==> src/rtl/wb_pkg.sv <==
// Shared types and helpers for the Wishbone-to-SDRAM-controller slave.
package wb_pkg;

  localparam logic [2:0] CTI_CLASSIC = 3'd0;
  localparam logic [2:0] CTI_EOB     = 3'd7;

  typedef enum logic [2:0] {
    ST_IDLE,
    ST_ISSUE,
    ST_WAIT,
    ST_RESP,
    ST_RELEASE
  } state_e;

  // Wishbone sel bits map one-to-one onto controller byte enables.
  function automatic logic [3:0] sel_to_mask(input logic [3:0] sel);
    return sel;
  endfunction

endpackage

==> src/rtl/wb_timeout_counter.sv <==
// Saturating request-age counter; flags the cycle in which the count reaches the limit.
module wb_timeout_counter #(
  parameter int unsigned TIMEOUT_CYCLES = 255
) (
  input  logic clk_i,
  input  logic reset_i,
  input  logic clear_i,
  input  logic enable_i,
  output logic expired_c_o
);

  localparam int unsigned CNT_W = $clog2(TIMEOUT_CYCLES + 1);

  logic [CNT_W-1:0] cnt_q;
  logic [CNT_W-1:0] cnt_d;

  always_comb begin
    cnt_d = cnt_q;
    if (clear_i) begin
      cnt_d = '0;
    end else if (enable_i && (cnt_q != CNT_W'(TIMEOUT_CYCLES))) begin
      cnt_d = cnt_q + CNT_W'(1);
    end
    expired_c_o = enable_i && (cnt_d == CNT_W'(TIMEOUT_CYCLES));
  end

  always_ff @(posedge clk_i) begin
    if (reset_i) begin
      cnt_q <= '0;
    end else begin
      cnt_q <= cnt_d;
    end
  end

endmodule

==> src/rtl/wishbone_sdram_slave.sv <==
// Wishbone B4 classic slave turning single-beat cycles into one SDRAM controller request,
// with an address-window check and a response timeout.
module wishbone_sdram_slave
  import wb_pkg::*;
#(
  parameter int unsigned MEM_ADDR_WIDTH = 24,
  parameter int unsigned TIMEOUT_CYCLES = 255
) (
  input  logic                      clk_sys,
  input  logic                      reset,
  input  logic [29:0]               addr,
  input  logic [31:0]               data_write,
  input  logic [3:0]                sel,
  input  logic                      cyc,
  input  logic                      stb,
  input  logic                      we,
  input  logic [2:0]                cti,
  input  logic [1:0]                bte,
  output logic                      ack,
  output logic                      err,
  output logic [31:0]               data_read,
  output logic [MEM_ADDR_WIDTH-1:0] mem_addr,
  output logic [31:0]               mem_wdata,
  output logic [3:0]                mem_mask,
  output logic                      mem_wr,
  output logic                      mem_rd,
  input  logic                      mem_busy,
  input  logic [31:0]               mem_rdata,
  input  logic                      mem_rdata_valid,
  input  logic                      mem_wr_done
);

  state_e                    state_q, state_d;
  logic                      ack_q, ack_d;
  logic                      err_q, err_d;
  logic [31:0]               data_read_q, data_read_d;
  logic [MEM_ADDR_WIDTH-1:0] mem_addr_q, mem_addr_d;
  logic [31:0]               mem_wdata_q, mem_wdata_d;
  logic [3:0]                mem_mask_q, mem_mask_d;
  logic                      mem_wr_q, mem_wr_d;
  logic                      mem_rd_q, mem_rd_d;
  logic                      we_q, we_d;
  logic                      abort_q, abort_d;

  logic in_flight_c;
  logic expired_c;
  logic in_window_c;
  logic complete_c;
  logic abort_now_c;
  logic unused_cti_c;

  // Every cti value is served as a single classic beat; bte carries no meaning here.
  assign unused_cti_c = ^{bte, (cti == CTI_EOB), (cti == CTI_CLASSIC)};

  assign in_flight_c = (state_q == ST_ISSUE) || (state_q == ST_WAIT);
  assign in_window_c = ((addr >> MEM_ADDR_WIDTH) == 30'd0);
  assign complete_c  = we_q ? mem_wr_done : mem_rdata_valid;
  assign abort_now_c = abort_q || !cyc;

  wb_timeout_counter #(
    .TIMEOUT_CYCLES(TIMEOUT_CYCLES)
  ) u_timeout (
    .clk_i      (clk_sys),
    .reset_i    (reset),
    .clear_i    (!in_flight_c),
    .enable_i   (in_flight_c),
    .expired_c_o(expired_c)
  );

  always_comb begin
    state_d     = state_q;
    ack_d       = 1'b0;
    err_d       = 1'b0;
    data_read_d = data_read_q;
    mem_addr_d  = mem_addr_q;
    mem_wdata_d = mem_wdata_q;
    mem_mask_d  = mem_mask_q;
    mem_wr_d    = mem_wr_q;
    mem_rd_d    = mem_rd_q;
    we_d        = we_q;
    abort_d     = abort_q;

    case (state_q)
      ST_IDLE: begin
        abort_d = 1'b0;
        if (cyc && stb) begin
          mem_addr_d  = addr[MEM_ADDR_WIDTH-1:0];
          mem_wdata_d = data_write;
          mem_mask_d  = sel_to_mask(sel);
          we_d        = we;
          if (!in_window_c) begin
            err_d   = 1'b1;
            state_d = ST_RELEASE;
          end else if (we && (sel == 4'h0)) begin
            ack_d   = 1'b1;
            state_d = ST_RELEASE;
          end else begin
            mem_wr_d = we;
            mem_rd_d = !we;
            state_d  = ST_ISSUE;
          end
        end
      end
      ST_ISSUE: begin
        abort_d = abort_now_c;
        if (expired_c) begin
          mem_wr_d = 1'b0;
          mem_rd_d = 1'b0;
          err_d    = !abort_now_c;
          state_d  = abort_now_c ? ST_IDLE : ST_RELEASE;
        end else if (!mem_busy) begin
          mem_wr_d = 1'b0;
          mem_rd_d = 1'b0;
          state_d  = ST_WAIT;
        end
      end
      ST_WAIT: begin
        abort_d = abort_now_c;
        // A completion landing on the expiry cycle still counts as success.
        if (complete_c) begin
          if (abort_now_c) begin
            state_d = ST_IDLE;
          end else begin
            ack_d   = 1'b1;
            state_d = ST_RESP;
            if (!we_q) begin
              data_read_d = mem_rdata;
            end
          end
        end else if (expired_c) begin
          err_d   = !abort_now_c;
          state_d = abort_now_c ? ST_IDLE : ST_RELEASE;
        end
      end
      ST_RESP: begin
        state_d = ST_RELEASE;
      end
      ST_RELEASE: begin
        if (!stb) begin
          state_d = ST_IDLE;
        end
      end
      default: begin
        state_d = ST_IDLE;
      end
    endcase
  end

  always_ff @(posedge clk_sys) begin
    if (reset) begin
      state_q     <= ST_IDLE;
      ack_q       <= 1'b0;
      err_q       <= 1'b0;
      data_read_q <= '0;
      mem_addr_q  <= '0;
      mem_wdata_q <= '0;
      mem_mask_q  <= '0;
      mem_wr_q    <= 1'b0;
      mem_rd_q    <= 1'b0;
      we_q        <= 1'b0;
      abort_q     <= 1'b0;
    end else begin
      state_q     <= state_d;
      ack_q       <= ack_d;
      err_q       <= err_d;
      data_read_q <= data_read_d;
      mem_addr_q  <= mem_addr_d;
      mem_wdata_q <= mem_wdata_d;
      mem_mask_q  <= mem_mask_d;
      mem_wr_q    <= mem_wr_d;
      mem_rd_q    <= mem_rd_d;
      we_q        <= we_d;
      abort_q     <= abort_d;
    end
  end

  assign ack       = ack_q;
  assign err       = err_q;
  assign data_read = data_read_q;
  assign mem_addr  = mem_addr_q;
  assign mem_wdata = mem_wdata_q;
  assign mem_mask  = mem_mask_q;
  assign mem_wr    = mem_wr_q;
  assign mem_rd    = mem_rd_q;

endmodule

==> config.mk <==
export PLATFORM = sky130hd
export DESIGN_NAME = wishbone_sdram_slave
export DESIGN_NICKNAME = d
export VERILOG_FILES = /design/src/rtl/wb_pkg.sv /design/src/rtl/wb_timeout_counter.sv /design/src/rtl/wishbone_sdram_slave.sv
export SDC_FILE = /design/constraint.sdc
export NUM_CORES = 1
export LEC_CHECK = 0
export CAP_MARGIN = 20
export CORE_ASPECT_RATIO = 0.7
export CORE_UTILIZATION = 37
export CTS_CLUSTER_DIAMETER = 30
export DETAILED_ROUTE_END_ITERATION = 16
export GPL_TIMING_DRIVEN = 1
export HOLD_SLACK_MARGIN = 0.05
export PLACE_DENSITY = 0.85
export SETUP_SLACK_MARGIN = 0.05
export SKIP_LAST_GASP = 1
export SYNTH_ARGS = -nofsm -noshare
export SYNTH_HDL_FRONTEND = slang
export SYNTH_SLANG_ARGS = --single-unit
==> constraint.sdc <==
create_clock -name clk_sys -period 2.3 [get_ports clk_sys]
set_input_delay 0.345 -clock clk_sys [delete_from_list [all_inputs] [get_ports clk_sys]]
set_output_delay 0.345 -clock clk_sys [all_outputs]
set_load 0.03 [all_outputs]
==> out/results.ini, run 1 <==
[floorplan]
die_y_um = 91.7
core_mm2 = 0.0111
start_util_pct = 38.4
io_pins = 207
rows = 32
die_area_mm2 = 0.0119
die_w_um = 130

[clocking]
cts_buffer_depth = 2
cts_tree = done
cts_hold_buf = 0
cts.sinks = 109
htree_levels = 3
cts.clk_slew.worst_paths_ns = 0.07
cts_made_buffers = 9
root_buffer = clkbuf_16
clk_latency_ns = 0.34

[place]
place_area_mm2 = 0.00645
numPortBuffers = 201
gp_congestion = 0.814
placed_cells_incl_taps = 863
place_worst_setup_slack_ns = -0.195
hpwl_mm = 9.17

[power_and_ir_drop]
vdd_drop_max_mv = 0.503
clkPwrFrac_pct = 30.1
powerDensity_mw_per_mm2 = 815
p_switching_mw = 1.75
pwr-share-comb_pct = 30.7
power_leakage_nw = 2.38
swShare_pct = 31.4
power_frac_seq_pct = 39.2
p_total_mw = 5.56
p_int_mw = 3.82

[critical_path]
crit_fanout = 5
cp-end-kind = flop
crit_type = reg2reg
cp-start-kind = flop
cp_data_arrival_time_ns = 2.57
crit_required_ns = 2.55

[routing]
drt_iter0_drc = 202
drc = 0
firstDrtPassIters = 4
final_antenna_net_count = 0
wl_per_cell_um = 14.5
viasPerCell = 5.00
routed_wl_mm = 12.8
vias = 4409

[timing]
setup_tns_ns = -0.0217
fmax_mhz = 431
rsz0062_at_grt = true
finalCritPeriodShare_pct = 101
slew_headroom_pct = 57.9
post-route-min-period_ns = 2.32
fin_skew_ns = 0.00776
final-hold-violation-count = 0
finalSetupViolations = 2
hold_ws_ns = 0.452
finalMaxSlewViolations = 0
fin_ws_ns = -0.0196
worst_slew_pin_slew_ns = 0.632

[status]
status = complete, but fails checks
violations = setup timing

[synth]
ys_types = 57
synth-edff-count = 0
synth_top_area_share_pct = 51.3
syn-num-nets = 641
synth.yosys.seq_area_share_pct = 51.3
async_reset_ff_share_pct = 0
yosysMostFrequentCell = nand2_1
yosysWarnings = 0
yosys-top-cells-count = nand2_1 (193), dfxtp_1 (109), a21oi_1 (99)
syn_avg_cell_area_um2 = 8.04
syn_area_mm2 = 0.00425
synth-seq-cells = 109
synth_top_area_cell = dfxtp_1
postSynthCellCount = 529
synth_area_leaders = dfxtp_1 (51%), nand2_1 (17%), a21oi_1 (12%), clkbuf_1 (2.8%), nor2_1 (0.97%)
ys.flop_type = dfxtp_1

[global_route]
grt_pass1_wl_mm = 19.8
antenna_found_initial = 0
grt_use_total_pct = 21.0
grt_max_degree = 62
grt_overflow = 0
grt_pass1_vias = 4201

[flow_run]
max_cap_viol_count = 0

[hold_path]
hp-class = reg2reg

[finish]
diodes = 0
n_fill_cell = 903
finish.instance_area_mm2 = 0.00683
utilization_pct = 61.6
drive_gt1_share_pct = 8.38
syn_to_final_growth_pct = 60.5
layout.cells.non_filler = 881
fin_nets = 836

==> path summary, 6_finish.rpt <==
check,to,cells after the start,slack [ns],startpoint
max,err$_SDFF_PP0_,7,-0.02,u_timeout.cnt_q[1]$_SDFF_PP0_
min reg2reg,mem_addr[21]$_SDFFE_PP0P_,2,0.45,mem_addr[21]$_SDFFE_PP0P_
min,mem_addr[21]$_SDFFE_PP0P_,2,0.45,mem_addr[21]$_SDFFE_PP0P_
max reg2reg,err$_SDFF_PP0_,7,-0.02,u_timeout.cnt_q[1]$_SDFF_PP0_
==> power groups by stage <==
stage	Combinational, mW	Sequential, mW	Clock, mW
6_report	1.71	2.18	1.67
3_5_place_dp	1.70	2.22	0
3_3_place_gp	1.65	2.21	0
2_1_floorplan	0.674	2.53	0
5_1_grt	1.84	2.20	1.79
4_1_cts	1.71	2.18	1.71
==> placed cells by master, fill, tap and decap left out, types with 4 or more instances in the layout <==
| cell type | instances |
|---|---|
| clkdlybuf4s50_1 | 200 |
| nand4_1 | 4 |
| or2_2 | 4 |
| a21oi_1 | 99 |
| nor3_1 | 5 |
| clkbuf_16 | 9 |
| dfxtp_1 | 107 |
| nor2_1 | 11 |
| buf_4 | 17 |
| nand2_1 | 193 |
==> worst max-delay path: stages, from the launching register on <==
cell and delay, ns:
dfxtp_4 0.36, ha_4 0.17, and3b_1 0.16, or4_4 0.43
a211o_1 0.28, a2111oi_4 0.41, o2111ai_2 0.18, a221oi_2 0.24
==> kinds of logic (layout without fill, tap and decap cells) <==
| group | Yosys count | in the layout | share of synthesized area (%) |
|---|---|---|---|
| fa+ha+maj | 1 | 1 | 0.294 |
| mux | 3 | 3 | 0.735 |
| buf+inv | 38 | 237 | 4.12 |
| simple gates | 249 | 249 | 25.6 |
| flops | 109 | 109 | 51.3 |
| compound gates | 127 | 127 | 17.6 |
| xor+xnor | 2 | 2 | 0.412 |
==> layer usage <==
| layer | global-route usage (%) | part of all wire, % | wire length, um |
|---|---|---|---|
| met5 | 0 | 0 | 0 |
| met4 | 7.56 | 2.1 | 274 |
| met3 | 7.70 | 10 | 1280 |
| met2 | 35.5 | 46 | 5930 |
| met1 | 24.2 | 42 | 5330 |
==> registers in the layout, indices dropped and copies added (netlist names) <==
name / count
mem_mask: 4
mem_addr: 24
mem_wr: 1
err: 1
mem_rd: 1
abort_q: 1
ack: 1
mem_wdata: 32
data_read: 32
state_q: 3
u_timeout.cnt_q: 8
we_q: 1
==> layout make-up <==
| type | instances | area, um^2 | area share [%] |
|---|---|---|---|
| multi-input cells | 382 | 1940 | 28.3 |
| inverters | 2 | 7.51 | 0.110 |
| well taps | 153 | 191 | 2.80 |
| clock inverters | 3 | 68.8 | 1.01 |
| clock buffers | 12 | 256 | 3.76 |
| repair buffers | 220 | 2180 | 31.9 |
| flip-flops and latches | 109 | 2190 | 32.0 |
==> timing repair <==
item | CTS | global route
setup buffers | 0 | 3
resized for setup | 2 | 5
setup endpoints to repair | 1 | 3
pin swaps | 1 | 5
(Power assumes the default switching activity.)
==> run 2, diff against run 1 <==
- CAP_MARGIN: 20 -> 40
- GPL_ROUTABILITY_DRIVEN: unset -> 0
==> results of run 2 <==
No change in the layout: final DEF, timing and power equal those of run 1.
==> run 3, diff against run 2 <==
- PLACE_DENSITY: 0.85 -> 0.77
==> run 3 against run 2 <==
Net effect: the run now ends clean; cell count shrank 0.45%; die area did not move; sequential power about the same; utilization shrank 0.58 points; via count decreased by 1.8%; register-to-register slack improved by 0.16 ns; sequential share of layout area up 0.27 points; power down 2.9%; largest power group unchanged.
==> out/results.ini, run 3 (synthesis gave the netlist of run 1 again) <==
[status]
status = complete, no violations  ; was complete, but fails checks

[power_and_ir_drop]
power_leakage_nw = 2.34  ; was 2.38 nW
p_total_mw = 5.41  ; was 5.56 mW
powerDensity_mw_per_mm2 = 799  ; was 815 mW/mm^2
vdd_drop_max_mv = 0.410  ; was 0.503 mV

[critical_path]
cp_data_arrival_time_ns = 2.38  ; was 2.57 ns
crit_required_ns = 2.53  ; was 2.55 ns
crit_family = simple AND/OR/NAND/NOR gates  ; was compound AO/OA/AOI/OAI gates
cp_num_cells = 7  ; unchanged
crit_slowest_cell = or4_4  ; unchanged
crit_chain = ha_4, and3b_1, or4_4, nor3_2, nand4_2, a311oi_2, mux2_1  ; was ha_4, and3b_1, or4_4, a211o_1, a2111oi_4, o2111ai_2, a221oi_2
reg2regPathDepth = 7  ; unchanged
crit_buf_inv = 0  ; unchanged
cp-end-kind = flop  ; unchanged
cp-start-kind = flop  ; unchanged
crit_path_max_incr_delay_ns = 0.43  ; about the same
crit_type = reg2reg  ; unchanged
crit_fanout = 7  ; was 5

[finish]
n_fill_cell = 946  ; was 903
final_cell_mix = clkdlybuf4s50_1 (200), nand2_1 (193), dfxtp_1 (107)  ; unchanged
regArea_mm2 = 0.00218  ; was 0.00219 mm^2
syn_to_final_growth_pct = 59.0  ; was 60.5%
diodes = 0  ; unchanged
drive_gt1_share_pct = 8.29  ; was 8.38%
fin_nets = 833  ; was 836
multi_input_area_mm2 = 0.00194  ; about the same
final_common_cell = clkdlybuf4s50_1  ; unchanged

[clocking]
cts_made_buffers = 9  ; unchanged
cts_buffer_depth = 2  ; unchanged
cts_tree = done  ; unchanged
clk_latency_ns = 0.35  ; was 0.34 ns
post-cts-setup-buffers = 0  ; unchanged
cts.clk_slew.worst_paths_ns = 0.07  ; about the same
cts_hold_buf = 0  ; unchanged
cts.sinks = 109  ; unchanged
htree_levels = 3  ; unchanged
root_buffer = clkbuf_16  ; unchanged

[floorplan]
io_pins = 207  ; unchanged
die_area_mm2 = 0.0119  ; unchanged
die_w_um = 130  ; unchanged
rows = 32  ; unchanged
die_y_um = 91.7  ; unchanged
start_util_pct = 38.4  ; unchanged
core_mm2 = 0.0111  ; unchanged

[timing]
slew_headroom_pct = 57.4  ; was 57.9%
rsz0062_at_grt = false  ; was true
final-hold-violation-count = 0  ; unchanged
finalSetupViolations = 0  ; was 2
finalCritPeriodShare_pct = 93.7  ; was 101%
fmax_mhz = 464  ; was 431 MHz
post-route-min-period_ns = 2.16  ; was 2.32 ns
fin_skew_ns = 0.0106  ; was 0.00776 ns
setup_tns_ns = 0  ; was -0.0217 ns
worst_slew_pin_slew_ns = 0.639  ; was 0.632 ns
finalMaxSlewViolations = 0  ; unchanged

[global_route]
grt_use_total_pct = 20.8  ; was 21.0%
met1_usage_pct = 25.4  ; was 24.2%
busiest_layer = met2  ; unchanged
grt_overflow = 0  ; unchanged
use_met3_pct = 7.00  ; was 7.70%
grt_pass1_wl_mm = 19.7  ; was 19.8 mm
met2_usage_pct = 34.4  ; was 35.5%
antenna_found_initial = 0  ; unchanged
grt_pass1_vias = 4216  ; was 4201
grt_max_degree = 62  ; unchanged

[hold_path]
whs_path_depth = 2  ; unchanged
hp-class = in2reg  ; was reg2reg

[routing]
final_antenna_net_count = 0  ; unchanged
firstDrtPassIters = 5  ; was 4
routed_wl_mm = 12.4  ; was 12.8 mm
drt_iter0_drc = 230  ; was 202
vias = 4331  ; was 4409
wl_per_cell_um = 14.1  ; was 14.5 um
drc = 0  ; unchanged
viasPerCell = 4.94  ; was 5.00

[flow_run]
max_cap_viol_count = 0  ; unchanged

[place]
hpwl_mm = 8.98  ; was 9.17 mm
numPortBuffers = 201  ; unchanged

-- run 3: power breakdown --
part	total (mW)	internal (mW)	switching [mW]
Sequential	2.18	2.08	0.100
Clock	1.51	0.836	0.674
Combinational	1.71	0.730	0.984
Total	5.41	3.65	1.76
-- run 3: worst paths after layout --
path / start / end / slack, ns
setup / recovery: u_timeout.cnt_q[1]$_SDFF_PP0_ / mem_rd$_SDFFE_PP0P_ / 0.14
hold / removal: reset / we_q$_SDFFE_PP0P_ / 0.45
setup reg to reg: u_timeout.cnt_q[1]$_SDFF_PP0_ / mem_rd$_SDFFE_PP0P_ / 0.14
hold reg to reg: mem_wdata[23]$_SDFFE_PP0P_ / mem_wdata[23]$_SDFFE_PP0P_ / 0.45
-- run 3: metal layers --
metal / wire, um / up-vias
met1: 5440 / 1983
met3: 1120 / 15
met2: 5640 / 182
met4: 176 / 0
met5: 0 / -
li1: - / 2151
-- run 3: final cells by class --
cell class	instances	area share, %
Clock buffer	9	3.33
Clock inverter	5	0.906
Inverter	2	0.111
Multi-Input combinational cell	382	28.7
Sequential cell	109	32.3
Tap cell	153	2.83
Timing Repair Buffer	217	31.9
-- run 3: worst register-to-register path, cell delays in order, from the launching register on --
cell and delay [ns]:
dfxtp_2 0.34, ha_4 0.18, and3b_1 0.16, or4_4 0.43
nor3_2 0.14, nand4_2 0.15, a311oi_2 0.31, mux2_1 0.35
-- run 3: per-stage QoR --
step	utilization, %	worst slack (ns)	std cells	instance area (um^2)	hold slack [ns]
6_report	61.0	0.145	877	6760	0.450
3_5_place_dp	58.1	-0.0977	863	6450	0.447
5_1_grt	61.0	0.0600	877	6760	0.472
2_1_floorplan	-	0.0610	529	4260	0.464
3_3_place_gp	58.1	-0.0600	863	6450	0.440
4_1_cts	60.9	0.0523	877	6750	0.440
-- run 3: timing repair --
action / CTS / global route
resized for setup: 4 / 3
endpoints found under the setup margin: 1 / 3
pin swaps: 0 / 3
